<file path="src/rtl/snake_pkg.sv">
// snake_pkg: shared constants for the snake keyboard controller.
// Heading encoding, scan-code-set-2 codes and the key-capture FSM state type.
package snake_pkg;

  localparam logic [1:0] DIR_UP    = 2'd0;
  localparam logic [1:0] DIR_RIGHT = 2'd1;
  localparam logic [1:0] DIR_DOWN  = 2'd2;
  localparam logic [1:0] DIR_LEFT  = 2'd3;

  localparam logic [7:0] KEY_W     = 8'h1D;
  localparam logic [7:0] KEY_D     = 8'h23;
  localparam logic [7:0] KEY_S     = 8'h1B;
  localparam logic [7:0] KEY_A     = 8'h1C;
  localparam logic [7:0] KEY_SPACE = 8'h29;
  localparam logic [7:0] KEY_R     = 8'h2D;

  // Arrow-key final bytes; the E0 prefix is stripped upstream, so the
  // keypad 8/6/2/4 keys alias onto these.
  localparam logic [7:0] KEY_UP    = 8'h75;
  localparam logic [7:0] KEY_RIGHT = 8'h74;
  localparam logic [7:0] KEY_DOWN  = 8'h72;
  localparam logic [7:0] KEY_LEFT  = 8'h6B;

  typedef enum logic [1:0] {
    ST_IDLE   = 2'd0,
    ST_SETTLE = 2'd1,
    ST_SAMPLE = 2'd2
  } key_state_t;

endpackage

</file>
<file path="src/rtl/snake_dir_fifo.sv">
// snake_dir_fifo: DEPTH x 2-bit direction queue with head and tail peek.
// A push while full is only taken when a pop happens in the same cycle.
module snake_dir_fifo #(
  parameter int DEPTH = 4
) (
  input  logic                     clk,
  input  logic                     rst,
  input  logic                     flush,
  input  logic                     push,
  input  logic [1:0]               din,
  input  logic                     pop,
  output logic [1:0]               head,
  output logic [1:0]               tail,
  output logic                     full,
  output logic                     empty,
  output logic [$clog2(DEPTH):0]   count
);

  localparam int AW = $clog2(DEPTH);
  localparam logic [AW-1:0] PTR_ONE  = AW'(1);
  localparam logic [AW:0]   CNT_ONE  = (AW+1)'(1);
  localparam logic [AW:0]   CNT_FULL = (AW+1)'(DEPTH);

  logic [1:0]    mem [DEPTH];
  logic [AW-1:0] wr_ptr;
  logic [AW-1:0] rd_ptr;
  logic          do_push;
  logic          do_pop;

  assign empty   = (count == '0);
  assign full    = (count == CNT_FULL);
  assign do_pop  = pop & ~empty;
  assign do_push = push & (~full | do_pop);
  assign head    = mem[rd_ptr];
  assign tail    = mem[wr_ptr - PTR_ONE];

  // Pointers and occupancy; flush discards every pending entry.
  always_ff @(posedge clk or posedge rst) begin
    if (rst) begin
      wr_ptr <= '0;
      rd_ptr <= '0;
      count  <= '0;
    end else if (flush) begin
      wr_ptr <= '0;
      rd_ptr <= '0;
      count  <= '0;
    end else begin
      if (do_push) wr_ptr <= wr_ptr + PTR_ONE;
      if (do_pop)  rd_ptr <= rd_ptr + PTR_ONE;
      case ({do_push, do_pop})
        2'b10:   count <= count + CNT_ONE;
        2'b01:   count <= count - CNT_ONE;
        default: count <= count;
      endcase
    end
  end

  // Entry storage.
  always_ff @(posedge clk or posedge rst) begin
    if (rst) begin
      for (int i = 0; i < DEPTH; i++) mem[i] <= '0;
    end else if (do_push && !flush) begin
      mem[wr_ptr] <= din;
    end
  end

endmodule

</file>
<file path="src/rtl/snake_key_ctrl.sv">
// snake_key_ctrl: brings PS/2 release events into the clk domain, decodes
// them into snake commands and queues heading changes between game ticks.
// Optional build macro SNAKE_ARROW_KEYS_EN also decodes the arrow keys.
//
//   state     | meaning
//   ----------+-----------------------------------------------------------
//   ST_IDLE   | waiting for a falling edge of the synchronised release flag
//   ST_SETTLE | counting down so the synchronised key_code is stable
//   ST_SAMPLE | code captured; pulse key_event and act on the decode
module snake_key_ctrl
  import snake_pkg::*;
#(
  parameter int SETTLE_CYCLES = 16,
  parameter int QDEPTH        = 4,
  parameter int INIT_DIR      = 1
) (
  input  logic                     clk,
  input  logic                     rst,
  input  logic [7:0]               key_code,
  input  logic                     key_release,
  input  logic                     game_tick,
  output logic [1:0]               dir,
  output logic                     paused,
  output logic                     restart,
  output logic                     key_event,
  output logic [$clog2(QDEPTH):0]  q_count
);

  localparam int CW = $clog2(SETTLE_CYCLES + 1);
  localparam logic [CW-1:0] CNT_LOAD = CW'(SETTLE_CYCLES - 1);
  localparam logic [CW-1:0] CNT_ONE  = CW'(1);
  localparam logic [1:0]    INIT_D   = 2'(INIT_DIR);

  logic       rel_s1, rel_s2, rel_s2_d;
  logic [7:0] code_s1, code_s2, code_q;
  logic       rel_fall;
  key_state_t state, state_nxt;
  logic [CW-1:0] cnt;

  logic       dir_req_vld;
  logic [1:0] dir_req;
  logic       pause_tgl;

  logic [1:0] q_head, q_tail, q_ref;
  logic       q_full, q_empty;
  logic       do_push, do_pop;

  // Two-flop synchronisers; one extra flop on the flag for edge detection.
  always_ff @(posedge clk or posedge rst) begin
    if (rst) begin
      rel_s1   <= 1'b0;
      rel_s2   <= 1'b0;
      rel_s2_d <= 1'b0;
      code_s1  <= '0;
      code_s2  <= '0;
    end else begin
      rel_s1   <= key_release;
      rel_s2   <= rel_s1;
      rel_s2_d <= rel_s2;
      code_s1  <= key_code;
      code_s2  <= code_s1;
    end
  end

  // The decoder changes key_code as the flag drops, so the falling edge is the event.
  assign rel_fall = rel_s2_d & ~rel_s2;

  // FSM state register.
  always_ff @(posedge clk or posedge rst) begin
    if (rst) state <= ST_IDLE;
    else     state <= state_nxt;
  end

  // Next-state logic; edges arriving outside IDLE are ignored.
  always_comb begin
    state_nxt = state;
    case (state)
      ST_IDLE:   if (rel_fall) state_nxt = ST_SETTLE;
      ST_SETTLE: if (cnt == '0) state_nxt = ST_SAMPLE;
      ST_SAMPLE: state_nxt = ST_IDLE;
      default:   state_nxt = ST_IDLE;
    endcase
  end

  // Settle down-counter and code capture at terminal count.
  always_ff @(posedge clk or posedge rst) begin
    if (rst) begin
      cnt    <= '0;
      code_q <= '0;
    end else begin
      if (state == ST_IDLE && rel_fall) cnt <= CNT_LOAD;
      else if (state == ST_SETTLE && cnt != '0) cnt <= cnt - CNT_ONE;
      if (state == ST_SETTLE && cnt == '0) code_q <= code_s2;
    end
  end

  // FSM outputs: key_event plus the command decode of the captured code.
  always_comb begin
    key_event   = 1'b0;
    restart     = 1'b0;
    pause_tgl   = 1'b0;
    dir_req_vld = 1'b0;
    dir_req     = DIR_UP;
    if (state == ST_SAMPLE) begin
      key_event = 1'b1;
      case (code_q)
        KEY_W:     begin dir_req_vld = 1'b1; dir_req = DIR_UP;    end
        KEY_D:     begin dir_req_vld = 1'b1; dir_req = DIR_RIGHT; end
        KEY_S:     begin dir_req_vld = 1'b1; dir_req = DIR_DOWN;  end
        KEY_A:     begin dir_req_vld = 1'b1; dir_req = DIR_LEFT;  end
`ifdef SNAKE_ARROW_KEYS_EN
        KEY_UP:    begin dir_req_vld = 1'b1; dir_req = DIR_UP;    end
        KEY_RIGHT: begin dir_req_vld = 1'b1; dir_req = DIR_RIGHT; end
        KEY_DOWN:  begin dir_req_vld = 1'b1; dir_req = DIR_DOWN;  end
        KEY_LEFT:  begin dir_req_vld = 1'b1; dir_req = DIR_LEFT;  end
`endif
        KEY_SPACE: pause_tgl = 1'b1;
        KEY_R:     restart   = 1'b1;
        default:   ;
      endcase
    end
  end

  // New requests are judged against the last heading the snake will have taken.
  assign q_ref   = q_empty ? dir : q_tail;
  assign do_pop  = game_tick & ~paused & ~q_empty & ~restart;
  assign do_push = dir_req_vld
                 & (dir_req != q_ref)
                 & (dir_req != (q_ref ^ 2'b10))
                 & (~q_full | do_pop);

  snake_dir_fifo #(
    .DEPTH (QDEPTH)
  ) u_fifo (
    .clk   (clk),
    .rst   (rst),
    .flush (restart),
    .push  (do_push),
    .din   (dir_req),
    .pop   (do_pop),
    .head  (q_head),
    .tail  (q_tail),
    .full  (q_full),
    .empty (q_empty),
    .count (q_count)
  );

  // Heading and pause state; restart overrides a coincident tick.
  always_ff @(posedge clk or posedge rst) begin
    if (rst) begin
      dir    <= INIT_D;
      paused <= 1'b0;
    end else if (restart) begin
      dir    <= INIT_D;
      paused <= 1'b0;
    end else begin
      if (do_pop)    dir    <= q_head;
      if (pause_tgl) paused <= ~paused;
    end
  end

endmodule

</file>
<file path="config.mk">
export PLATFORM = sky130hd
export DESIGN_NAME = snake_key_ctrl
export DESIGN_NICKNAME = d
export VERILOG_FILES = /design/src/rtl/snake_pkg.sv /design/src/rtl/snake_dir_fifo.sv /design/src/rtl/snake_key_ctrl.sv
export SDC_FILE = /design/constraint.sdc
export NUM_CORES = 1
export LEC_CHECK = 0
export BUFFER_PORTS_ARGS = -buffer_cell sky130_fd_sc_hd__buf_2
export CAP_MARGIN = 20
export CORE_MARGIN = 4
export CORE_UTILIZATION = 46
export CTS_CLUSTER_SIZE = 12
export DETAILED_ROUTE_END_ITERATION = 12
export HOLD_SLACK_MARGIN = 0.03
export PLACE_DENSITY_LB_ADDON = 0.12
export SKIP_CTS_REPAIR_TIMING = 1
export SYNTH_ARGS = -nofsm -noshare
export SYNTH_HDL_FRONTEND = slang
export SYNTH_HIERARCHICAL = 1
export SYNTH_SLANG_ARGS = --single-unit
</file>
<file path="constraint.sdc">
create_clock -name clk -period 9.15 [get_ports clk]
set_input_delay 2.745 -clock clk [delete_from_list [all_inputs] [get_ports clk]]
set_output_delay 2.745 -clock clk [all_outputs]
set_load 0.05 [all_outputs]
</file>
=== Word-level counts from Yosys, hierarchy flattened ===
Cells that the tools add are included.

* Latch bits: 0
* Memory bits (writable): 0
* Logic and storage cells: 114
* Output and inout bits: 8
* Memory bits (read-only): 0
* Memories kept: 0
* Input port bits: 12
* Bits in registers: 52

* Reduce and logical (&&, ||, !) cells: 18
* Divide/modulo/power cells: 0
* Mux-type cells: 34
* Add/subtract/negate cells: 6
* Magnitude comparators: 4
* $mul: 0
* Shifts and indexed selects: 0
* Bitwise operators: 20
* Eq/ne operators: 15

{| class="wikitable"
|+ Operator list
! cell !! count
|-
| 2-bit 2-to-1 mux || 15
|-
| 8-bit by 5-bit == test with 1-bit output (second input constant) || 3
|-
| 8-bit by 6-bit == test with 1-bit output (second input constant) || 3
|-
| 5-bit 2-to-1 mux || 2
|-
| 2-bit nonzero test || 5
|-
| 1-bit AND || 9
|-
| 3-bit greater-or-equal comparator (second input constant) || 3
|-
| 1-bit 2-to-1 mux || 9
|-
| 2-bit NOT with 3-bit output || 3
|-
| 2-bit binary-select mux with 2-bit select || 2
|-
| 8-bit bitwise mux || 1
|-
| 1-bit NOT || 6
|-
| 2-bit case mux with 3 select lines || 1
|-
| 3-bit case mux with 2 select lines || 1
|-
| 1-bit logical AND || 5
|-
| 5-bit logical NOT || 1
|-
| 5-bit nonzero test || 1
|-
| 5-bit by 1-bit subtractor with 5-bit output (second input constant) || 1
|-
| 2-bit by 1-bit adder with 2-bit output (second input constant) || 2
|-
| 2-bit demux with 2-bit select || 1
|-
| 2-bit by 1-bit == test with 1-bit output (second input constant) || 2
|-
| 2-bit == test (second input constant) || 2
|-
| 2-bit inequality test || 2
|-
| 2-bit case mux with 2 select lines || 1
|-
| other kinds (15) || 16
|}

=== Logic depth before layout (Yosys ltp) ===
* Depth after elaboration: 14
* Depth in mapped cells: 13

=== Cells and area by module ===
Netlist, hierarchy kept.

{| class="wikitable"
|+ By module, submodules not included
! module !! cells each !! sequential area each (µm²) !! instances !! area each (µm²)
|-
| snake_key_ctrl || 109 || 927.1 || 1 || 1470.2
|-
| snake_dir_fifo || 85 || 375.4 || 1 || 970.9
|}

=== Worst setup path before layout ===
OpenSTA, ideal clock, no wires.

* Path kind: input -> register
* Start: input port game_tick
* End: register u_fifo.count[2]
* Stages on the path: 9
* Path slack: 3767 ps
* Setup time: 87 ps
* Arrival: 5296 ps
* Required time: 9063 ps
* Cell sequence: nor3b_1 -> o21ai_1 -> a221oi_1 -> clkbuf_1 -> nor2_1 -> fa_1 -> or3b_2 -> or3_1 -> a31oi_1

* Cells in the longest elaborated chain, start to end: 9

{| class="wikitable"
|+ Ends and longest elaborated chain
! element !! RTL line !! source
|-
| start, declared || snake_key_ctrl.sv:21 || <nowiki>input logic game_tick,</nowiki>
|-
| 1-bit AND * (3 in a row) || snake_key_ctrl.sv:126 || <nowiki>assign do_pop = game_tick & ~paused & ~q_empty & ~restart;</nowiki>
|-
| 1-bit bitwise OR * || snake_key_ctrl.sv:130 || <nowiki>& (~q_full | do_pop);</nowiki>
|-
| 1-bit AND * || snake_key_ctrl.sv:130 ||
|-
| named net do_push || snake_key_ctrl.sv:46 || <nowiki>logic do_push, do_pop;</nowiki>
|-
| 1-bit AND * || snake_dir_fifo.sv:33 || <nowiki>assign do_push = push & (~full | do_pop);</nowiki>
|-
| 2-bit by 1-bit == test with 1-bit output / 2-bit == test (equally long branches) || snake_dir_fifo.sv:50 || <nowiki>case ({do_push, do_pop})</nowiki>
|-
| 3-bit case mux with 2 select lines || snake_dir_fifo.sv:50 ||
|-
| 3-bit 2-to-1 mux || snake_dir_fifo.sv:43 || <nowiki>end else if (flush) begin</nowiki>
|-
| end signal, assigned || snake_dir_fifo.sv:51 || <nowiki>2'b10: count <= count + CNT_ONE;</nowiki>
|-
| end signal, assigned || snake_dir_fifo.sv:52 || <nowiki>2'b01: count <= count - CNT_ONE;</nowiki>
|-
| end signal, assigned || snake_dir_fifo.sv:53 || <nowiki>default: count <= count;</nowiki>
|-
| end, declared || snake_dir_fifo.sv:16 || <nowiki>output logic [$clog2(DEPTH):0] count</nowiki>
|}

Mark *: on every way through the listed nets, which the timed path passes. The rest lies on a longest branch.
A chain may end at the register's enable or synchronous reset.

=== Worst setup path after layout ===
* Start: register code_q[7]
* End: output port restart

* Cells in the longest elaborated chain, start to end: 3

{| class="wikitable"
|+ Ends and longest elaborated chain
! element !! RTL line !! source
|-
| start, declared || snake_key_ctrl.sv:35 || <nowiki>logic [7:0] code_s1, code_s2, code_q;</nowiki>
|-
| start signal, assigned || snake_key_ctrl.sv:93 || <nowiki>if (state == ST_SETTLE && cnt == '0) code_q <= code_s2;</nowiki>
|-
| 8-bit by 6-bit == test with 1-bit output || snake_key_ctrl.sv:106 || <nowiki>case (code_q)</nowiki>
|-
| 1-bit 2-to-1 mux || snake_key_ctrl.sv:106 ||
|-
| 1-bit 2-to-1 mux || snake_key_ctrl.sv:104 || <nowiki>if (state == ST_SAMPLE) begin</nowiki>
|-
| end, declared || snake_key_ctrl.sv:24 || <nowiki>output logic restart,</nowiki>
|}

No other way between the ends.

==> flow_metrics.py <==
metrics = {
    "clock_tree": {
        "htree_levels": 2,
        "cts_tree": "yes",
        "clock_sinks": 52,
        "clk_latency_ns": 0.31,
        "cts_root_buffer": "clkbuf_8",
        "numCtsBuffers": 5,
        "clk_pin_slew_ns": 0.10,
        "clock_path_buffers": 2,
    },
    "timing": {
        "period_minus_slack_ns": 5.29,
        "fmax_mhz": 189,
        "hold_violations": 0,
        "maxSlewViolCount": 0,
        "setup_viol": 0,
        "fin_crit_sh": 0.578,
        "fin_tns_setup_ns": 0,
        "rsz0062_at_grt": "no",
        "slew_headroom": 0.550,
        "fin_worst_skew_ns": 0.00451,
        "worstMarginPinSlew_ns": 0.672,
    },
    "die": {
        "core_mm2": 0.00511,
        "io_pins": 20,
        "die_y_um": 80.5,
        "die-area_mm2": 0.00648,
        "die_w_um": 80.5,
        "rows": 26,
        "start_util": 0.474,
    },
    "finish": {
        "nNetsFinal": 232,
        "layout_commonest_cell": "dfrtp_1",
        "drive_gt1_frac": 0.248,
        "diodes": 0,
        "area_growth_pct": 9.98,
        "mostFrequentLayoutCells": "dfrtp_1 (51), buf_2 (19), inv_1 (12), nor2_1 (12), nand2_1 (11)",
    },
    "worst_setup_path": {
        "cp.required_ns": 6.41,
        "r2r-end": "u_fifo/count[2]$_DFFE_PP0P_",
        "r2r-start": "u_fifo/wr_ptr[0]$_DFFE_PP0P_",
        "regToRegSetupSlack_ns": 5.46,
        "path_max_fanout": 10,
        "cp-end-kind": "primary output",
        "crit_start": "code_q[7]$_DFFE_PP0P_",
        "worstSetupEndpoint": "restart",
        "start_kind": "flop",
        "worstSetupPathType": "flop to primary output",
        "reg2reg_depth": 13,
        "cp_data_arrival_time_ns": 2.54,
    },
    "routing": {
        "routedWlPerCell_um": 14.6,
        "via_count": 1485,
        "dr.first_iter.drc_count": 63,
        "drc_errors": 0,
        "ant_nets": 0,
        "via_per_inst": 5.23,
        "routed_wl_mm": 4.14,
        "drt-pass1-iter-count": 4,
    },
    "yosys": {
        "synth_nets": 212,
        "ys_warn_count": 6,
        "netlist_area_mm2": 0.00242,
        "syn_inst": 193,
        "avgSynthCellArea_um2": 12.5,
    },
    "place": {
        "numPortBuffers": 19,
        "place_congestion": 0.755,
        "hpwl_mm": 3.04,
    },
    "power": {
        "p_leak_nw": 1.26,
        "power_density_mw_per_mm2": 259,
        "power.total_uw": 688,
        "ir_drop_uv": 110,
    },
    "global_routing": {
        "antenna_found_initial": 0,
        "grt_max_degree": 38,
        "grt_pass1_wl_mm": 7.20,
        "grt_usage": 0.146,
        "overflow": 0,
        "grt_pass1_vias": 1554,
    },
    "outcome": {
        "status": "finished clean",
    },
    "run": {
        "drv_cap": 0,
    },
    "hold_path": {
        "holdCritPathClass": "flop to flop",
    },
}
-- where the power goes --
| group | total, mW | switching [mW] | leakage, nW | internal [mW] |
|---|---|---|---|---|
| registers | 0.334 | 0.0593 | 0.645 | 0.274 |
| logic | 0.212 | 0.111 | 0.560 | 0.101 |
| clock network | 0.142 | 0.0844 | 0.0511 | 0.0579 |
-- sequential cells by signal (all words and copies together), names as in the netlist --
register and count:
cnt 5, rel_s1 1, u_fifo/mem 8, paused 1, rel_s2 1, state 2
u_fifo/rd_ptr 2, code_s1 8, rel_s2_d 1, code_q 8, u_fifo/count 3, u_fifo/wr_ptr 2
code_s2 8, dir 2
-- area by class of cell --
class                      count  area (um^2)
clock buffer                   5         68.8
fill                         468         2450
tap                           70         87.6
timing repair buffer          21          110
inverter                      12         45.0
clock inverter                 3         28.8
multi-input combinational    121         1020
sequential                    52         1300
-- critical path, cell delays in order, from the launching register on --
cell,delay (ns)
dfrtp_1,0.41
or3b_4,0.43
or4_4,0.46
nor2_1,0.54
buf_2,0.38
-- through the flow --
step | std cells | cell area (um^2) | util | hold slack, ns | setup slack [ns]
6_report | 284 | 2660 | 0.521 | 0.358 | 3.86
5_1_grt | 284 | 2660 | 0.521 | 0.368 | 3.74
4_1_cts | 284 | 2660 | 0.521 | 0.360 | 3.83
3_5_place_dp | 276 | 2560 | 0.502 | 0.335 | 3.74
3_3_place_gp | 276 | 2560 | 0.502 | 0.331 | 3.81
2_1_floorplan | 193 | 2420 | - | 0.331 | 3.77
-- how the worst min path moves through the flow --
stage	from	endpoint	slack (ns)	cells past startpoint
5_1_grt	code_s1[2]$_DFF_PP0_	code_s2[2]$_DFF_PP0_	0.37	0
4_1_cts	code_s1[4]$_DFF_PP0_	code_s2[4]$_DFF_PP0_	0.36	0
6_report	code_s1[4]$_DFF_PP0_	code_s2[4]$_DFF_PP0_	0.36	0
3_5_place_dp	code_s1[4]$_DFF_PP0_	code_s2[4]$_DFF_PP0_	0.33	0
3_3_place_gp	code_s1[6]$_DFF_PP0_	code_s2[6]$_DFF_PP0_	0.33	0
2_1_floorplan	code_s1[0]$_DFF_PP0_	code_s2[0]$_DFF_PP0_	0.33	0
-- per-layer routing --
| layer | GRT usage | part of all wire |
|---|---|---|
| met1 | 0.179 | 0.45 |
| met3 | 0.0392 | 0.034 |
| met4 | 0.0659 | 0.028 |
| met2 | 0.239 | 0.49 |
| met5 | 0 | 0 |
(Power assumes the default switching activity.)
